--- config.mk ---
export PLATFORM = sky130hd
export DESIGN_NAME = param_sync_fifo
export DESIGN_NICKNAME = d
export VERILOG_FILES = /design/src/rtl/param_sync_fifo.sv
export SDC_FILE = /design/constraint.sdc
export NUM_CORES = 1
export LEC_CHECK = 0
export BUFFER_PORTS_ARGS = -buffer_cell sky130_fd_sc_hd__buf_2
export CORE_ASPECT_RATIO = 0.6
export CORE_MARGIN = 2
export CORE_UTILIZATION = 40
export DETAILED_ROUTE_END_ITERATION = 6
export GPL_TIMING_DRIVEN = 0
export PLACE_DENSITY = 0.58
export RECOVER_POWER = 25
export SETUP_SLACK_MARGIN = 0.1
export SYNTH_ARGS = -nofsm -noshare
export SYNTH_HDL_FRONTEND = slang
export SYNTH_SLANG_ARGS = --single-unit
--- constraint.sdc ---
create_clock -name clk -period 3.5 [get_ports clk]
set_input_delay 0.35 -clock clk [delete_from_list [all_inputs] [get_ports clk]]
set_output_delay 0.35 -clock clk [all_outputs]
set_load 0.02 [all_outputs]
--- src/rtl/param_sync_fifo.sv ---
// Single-clock FIFO with registered occupancy/threshold flags and overflow/underflow pulses.
// Define FIFO_FWFT_EN for first-word-fall-through reads; default is 1-cycle registered read.
module param_sync_fifo #(
  parameter int unsigned WIDTH     = 8,
  parameter int unsigned DEPTH     = 16,
  parameter int unsigned AF_THRESH = 14,
  parameter int unsigned AE_THRESH = 2
) (
  input  logic                     clk,
  input  logic                     res,
  input  logic                     wr_en,
  input  logic [WIDTH-1:0]         wdata,
  input  logic                     rd_en,
  output logic [WIDTH-1:0]         rdata,
  output logic                     full,
  output logic                     empty,
  output logic                     almost_full,
  output logic                     almost_empty,
  output logic [$clog2(DEPTH):0]   count,
  output logic                     over_flow,
  output logic                     under_flow
);

  localparam int unsigned AW = $clog2(DEPTH);
  localparam int unsigned CW = AW + 1;
  localparam logic [CW-1:0] DepthC = CW'(DEPTH);
  localparam logic [CW-1:0] AfC    = CW'(AF_THRESH);
  localparam logic [CW-1:0] AeC    = CW'(AE_THRESH);

  logic [WIDTH-1:0] mem [DEPTH];
  logic [AW-1:0]    wr_ptr_q, rd_ptr_q;
  logic [CW-1:0]    count_q, count_d;
  logic             full_q, empty_q, afull_q, aempty_q;
  logic             over_flow_q, under_flow_q;
  logic             wr_acc, rd_acc;

  // Acceptance uses the registered (pre-edge) flags.
  assign wr_acc = wr_en & ~full_q;
  assign rd_acc = rd_en & ~empty_q;

  always_comb begin
    count_d = count_q;
    unique case ({wr_acc, rd_acc})
      2'b10:   count_d = count_q + CW'(1);
      2'b01:   count_d = count_q - CW'(1);
      default: count_d = count_q;
    endcase
  end

  always_ff @(posedge clk or negedge res) begin
    if (!res) begin
      wr_ptr_q     <= '0;
      rd_ptr_q     <= '0;
      count_q      <= '0;
      full_q       <= 1'b0;
      empty_q      <= 1'b1;
      afull_q      <= (AF_THRESH == 0);
      aempty_q     <= 1'b1;
      over_flow_q  <= 1'b0;
      under_flow_q <= 1'b0;
    end else begin
      if (wr_acc) wr_ptr_q <= wr_ptr_q + AW'(1);
      if (rd_acc) rd_ptr_q <= rd_ptr_q + AW'(1);
      count_q      <= count_d;
      full_q       <= (count_d == DepthC);
      empty_q      <= (count_d == '0);
      afull_q      <= (count_d >= AfC);
      aempty_q     <= (count_d <= AeC);
      over_flow_q  <= wr_en & full_q;
      under_flow_q <= rd_en & empty_q;
    end
  end

  // Storage is not reset; pointers alone define validity.
  always_ff @(posedge clk) begin
    if (wr_acc && res) mem[wr_ptr_q] <= wdata;
  end

`ifdef FIFO_FWFT_EN
  assign rdata = empty_q ? '0 : mem[rd_ptr_q];
`else
  logic [WIDTH-1:0] rdata_q;

  always_ff @(posedge clk or negedge res) begin
    if (!res) begin
      rdata_q <= '0;
    end else if (rd_acc) begin
      rdata_q <= mem[rd_ptr_q];
    end
  end

  assign rdata = rdata_q;
`endif

  assign full         = full_q;
  assign empty        = empty_q;
  assign almost_full  = afull_q;
  assign almost_empty = aempty_q;
  assign count        = count_q;
  assign over_flow    = over_flow_q;
  assign under_flow   = under_flow_q;

endmodule

* After elaboration in Yosys (flattened, before gate mapping) *
Memories as Yosys holds them, arrays and structs flattened. A register that Yosys moved wholly into a read port is not among the register bits.
Cells that the tools add are included.

operators by class
  mux-type cells = 3
  bitwise logic cells = 6
  reduce and logical (&&, ||, !) cells = 3
  order comparisons = 2
  eq/ne operators = 3
  add/sub/neg operators = 4

operator list
  cell                                                                count
  one-hot mux 5 bit (2 select lines)                                  1
  adder 4 x 1 -> 4 bit (second input constant)                        2
  adder 5 x 1 -> 5 bit (second input constant)                        1
  == test 5 bit (second input constant)                               1
  greater-or-equal comparator 5 x 4 -> 1 bit (second input constant)  1
  <= comparator 5 x 2 -> 1 bit (second input constant)                1
  zero test 5 bit                                                     1
  subtractor 5 x 1 -> 5 bit (second input constant)                   1
  bitwise AND 1 bit                                                   4
  == test 2 x 1 -> 1 bit (second input constant)                      1
  == test 2 bit (second input constant)                               1
  two-way mux 1 bit                                                   2
  NOT 1 bit                                                           2
  logical AND 1 bit                                                   1
  zero test 1 bit                                                     1

storage, ports and cells
  output and inout port bits = 19
  bits in writable memories = 128
  word-level logic and storage cells = 31
  register bits after elaboration = 19
  memories = 1

memories
  name  depth  bits a word  rd ports  clocked after memory_dff  wr ports  line  text
  mem   16     8            1         1                         1         30    logic [WIDTH-1:0] mem [DEPTH];

* Longest topological paths before layout *
  depth after elaboration = 5
  mapped depth = 10
  mapped depth without buffers = 10

* Worst setup path before layout *
Ideal clock, no wire load.

  path type = register to register
  start point = reg empty_q, in the netlist empty
  end point = reg aempty_q, in the netlist almost_empty
  path slack = 0.913 ns
  buffers on the path = 0
  cell stages (with the launch flop) = 11
  data arrival time = 2.482 ns
  data required time = 3.395 ns
  setup time = 0.105 ns
  period minus slack after synthesis = 2.587 ns
  cells stage by stage = dfstp_2 nand2b_1 clkinv_1 nand2_1 xnor2_1 ha_1 nor3b_1 a31oi_1 a221oi_2 xor2_2 a2111oi_2

between the ends
  word-level cells in the longest chain between the ends = 5
  elaborated cells on any way between the ends = 6
  classes of those cells = order compare: 1; eq/ne: 2; mux: 1; bitwise: 2

RTL lines
  what                                                            line  text
  start: declaration                                              33    logic full_q, empty_q, afull_q, aempty_q;
  start signal: assignment                                        66    empty_q <= (count_d == '0);
  NOT 1 bit *                                                     39    assign rd_acc = rd_en & ~empty_q;
  bitwise AND 1 bit *                                             39
  == test 2 x 1 -> 1 bit / == test 2 bit (equally long branches)  43    unique case ({wr_acc, rd_acc})
  one-hot mux 5 bit (2 select lines) *                            43
  via count_d[4]                                                  32    logic [CW-1:0] count_q, count_d;
  <= comparator 5 x 2 -> 1 bit *                                  68    aempty_q <= (count_d <= AeC);
  end signal: assignment                                          68
  end: declaration                                                33

Mark *: on every way through the listed nets, which the timed path passes. The rest lies on a longest branch.
A chain may end at the register's enable or synchronous reset.

* Final worst setup path *
Ends and elaborated chain as after synthesis.

==> out/metrics.cfg <==
[run_status]
status = finished, final reports clean

[cts]
postCtsSetupBuffers = 0
h-tree-depth = 4
cts_tree = built
path_clk_slew_ns = 0.07
cts_resized = 0
cts_root_buf = clkbuf_16
cts.sinks = 155
numCtsBuffers = 17
clk_latency_ns = 0.42
cts_buffer_depth = 2

[cells_and_area]
final_cell_count_no_fill = 596
drive_above_1_share = 0.2646
multi_input_area_sq_um = 1618
final_net_count = 399
layout_commonest_cell = edfxtp_1
antennaDiodeCount = 0
fill_cells = 1326
fin_area_sq_um = 7241
regArea_sq_um = 4522
final_cell_mix = edfxtp_1, buf_2, dfrtp_1, mux4_2
area_growth_pct = 15.35

[synthesis]
ys_types = 44
synth_nets = 349
ys_warn_count = 0
yosysTopAreaCellShare = 0.6123
synth.cell_area_sq_um = 6277
synth_top_area_cell = edfxtp_1
synthCells = 330
synth_area_leaders = edfxtp_1, dfrtp_1, mux4_2, mux4_1, mux2_2
yosysSeqAreaShare = 0.7204
synth_area_per_cell_sq_um = 19.02
ys_seq_elements = 155

[placement]
dpl.cell_count = 563
placed_cell_area_sq_um = 6681
hpwl_microns = 8674
place_congestion = 0.8182
port_buffers = 30

[floorplanning]
die_h_microns = 101.0
start_util = 0.4096
num_rows = 35
core_area_sq_um = 15330
num_io_pins = 31
die-area_sq_um = 16740
die_x_microns = 165.7

[sta]
maxSlewViolCount = 0
setup_tns_ns = 0
fmax_mhz = 340.4
setup_viol = 0
relSlewSlack = 0.3401
finalHoldViolCount = 0
period_share = 0.8394
rsz0062_at_grt = no
period_needed_ns = 2.938
clock_skew_ns = 0.009738
tightest_slew_ns = 0.9862

[detailed_routing]
vias = 3203
avgRoutedWirePerCell_microns = 22.08
final_antenna_net_count = 0
firstDrtPassIters = 4
drc = 0
wl_microns = 13160
initialDrtViolationCount = 317
drt-vias-per-instance = 5.374

[grt]
grt_overflow_total = 0
gr-usage-all-layers = 0.1679
grt_max_degree = 32
grt_first_pass_wirelength_microns = 19950
grt_pass1_vias = 3238
antenna_found_initial = 0

[pwr]
p_comb_frac = 0.317
p_leak_nw = 2.480
clkPwrFrac = 0.288
switching_share = 0.3314
p_seq_frac = 0.395
p_int_mw = 4.012
ir_worst_vdd_mv = 0.3115
power.density_nw_per_um2 = 828.7
power.switching_mw = 1.988

[worst_setup_path]
worstPathRequired_ns = 3.82
slowest_stage = dfstp_2
critPathArrivalTime_ns = 3.26
cpPeakStageDelay_ns = 0.53
critPathLaunchType = flop
cp-end-kind = flop
crit_path_max_fanout = 8
path_class = reg2reg
crit_chain = nand2b_1 > clkinv_1 > nand2_1 > xnor2_1 > ha_1 > nor3b_1 > a31oi_1 > a221oi_2 > xor2_2 > a2111oi_2

[flow_run]
max_cap_viol_count = 0

[hold_path]
hp-class = in2reg

-- per-layer routing --
metal,share of wire,up-vias,routed length (microns),global-route usage
li1,-,1419,-,-
met1,0.47,1644,6160,0.2545
met2,0.41,122,5450,0.2301
met3,0.10,18,1363,0.04908
met4,0.014,0,189,0.05753
met5,0,-,0,0
-- cells by family after synthesis --
logic type               share of synthesized area
AO/OA/AOI/OAI                              0.03349
multiplexers                                0.1467
buffers and inverters                      0.02193
AND/OR/NAND/NOR                            0.04704
adder cells (fa/ha/maj)                    0.01395
flip-flops                                  0.7204
XOR/XNOR                                   0.01654
-- power by group through the flow --
stage	clock network, mW	registers (mW)	logic, mW
2_1_floorplan	0	2.49	1.27
3_3_place_gp	0	2.40	1.89
3_5_place_dp	0	2.41	1.92
4_1_cts	1.75	2.37	1.93
5_1_grt	1.84	2.39	2.06
6_report	1.73	2.37	1.90
-- timing repair --
action,in CTS,in global routing
endpoints found under the hold margin,9,0
hold buffers,1,0
endpoints found under the setup margin,0,0
-- path summary, 6_finish.rpt --
kind	start	end	slack [ns]	depth (start not counted)
max	empty	almost_empty	0.56	10
min reg2reg	rdata[7]	rdata[7]	0.51	1
max in group asynchronous	res	wr_ptr_q[2]	2.51	2
max reg2reg	empty	almost_empty	0.56	10
min in group asynchronous	res	count[4]	0.52	2
min	wr_en	over_flow	0.16	2
-- critical path, delay by kind of cell (launching register included) --
| kind | cells | cell delay (ns) |
|---|---|---|
| buf+inv | 1 | 0.25 |
| flops | 1 | 0.53 |
| xor+xnor | 2 | 0.29 |
| fa+ha+maj | 1 | 0.30 |
| compound gates | 3 | 0.85 |
| simple gates | 3 | 0.61 |
-- state kept, by name, indices dropped and copies added (netlist names) --
name          flops
mem             128
rdata             8
count             5
rd_ptr_q          4
wr_ptr_q          4
almost_empty      1
almost_full       1
empty             1
full              1
over_flow         1
under_flow        1
-- metrics by stage --
| stage | power (mW) | hold slack, ns | utilization | setup WS (ns) |
|---|---|---|---|---|
| 5_1_grt | 6.295 | 0.1789 | 0.4724 | 0.3134 |
| 3_5_place_dp | 4.323 | 0.4414 | 0.4359 | 0.5776 |
| 4_1_cts | 6.050 | 0.1543 | 0.4729 | 0.5627 |
| 2_1_floorplan | 3.765 | 0.05441 | - | 0.9130 |
| 6_report | 6.001 | 0.1622 | 0.4724 | 0.5620 |
| 3_3_place_gp | 4.292 | 0.4202 | 0.4359 | 0.6543 |
-- synthesized netlist by cell type --
library cell	n
o221ai_1	1
o2111ai_1	1
inv_1	6
xnor2_1	10
dfstp_2	2
o21ai_0	2
and3_1	1
o311ai_1	1
nand2b_1	1
clkinv_1	1
mux2i_1	8
a21oi_1	4
a21boi_0	1
nand3_1	1
nand4_1	2
clkbuf_1	8
buf_12	1
buf_1	2
a221o_1	8
nor2_1	17
buf_2	4
a31oi_1	1
nor3b_1	3
mux4_2	24
edfxtp_1	128
mux2_2	8
or3_1	1
a32oi_1	1
nand3b_1	2
dfrtp_1	25
nor2b_1	1
nor3_1	12
mux4_1	8
a2111oi_2	1
buf_6	3
and2_1	3
o22ai_1	2
ha_1	7
nand2_1	13
nor4b_2	1
or3b_2	1
a31o_2	1
xor2_2	1
a221oi_2	1
-- final cells by class --
type / instances / area share
multi-input combinational: 150 / 0.2234
tap: 203 / 0.03508
clock inverter: 15 / 0.01814
inverter: 7 / 0.003629
timing repair buffer: 31 / 0.02108
clock buffer: 17 / 0.05875
buffer: 18 / 0.01538
sequential: 155 / 0.6245
(Power assumes the default switching activity.)
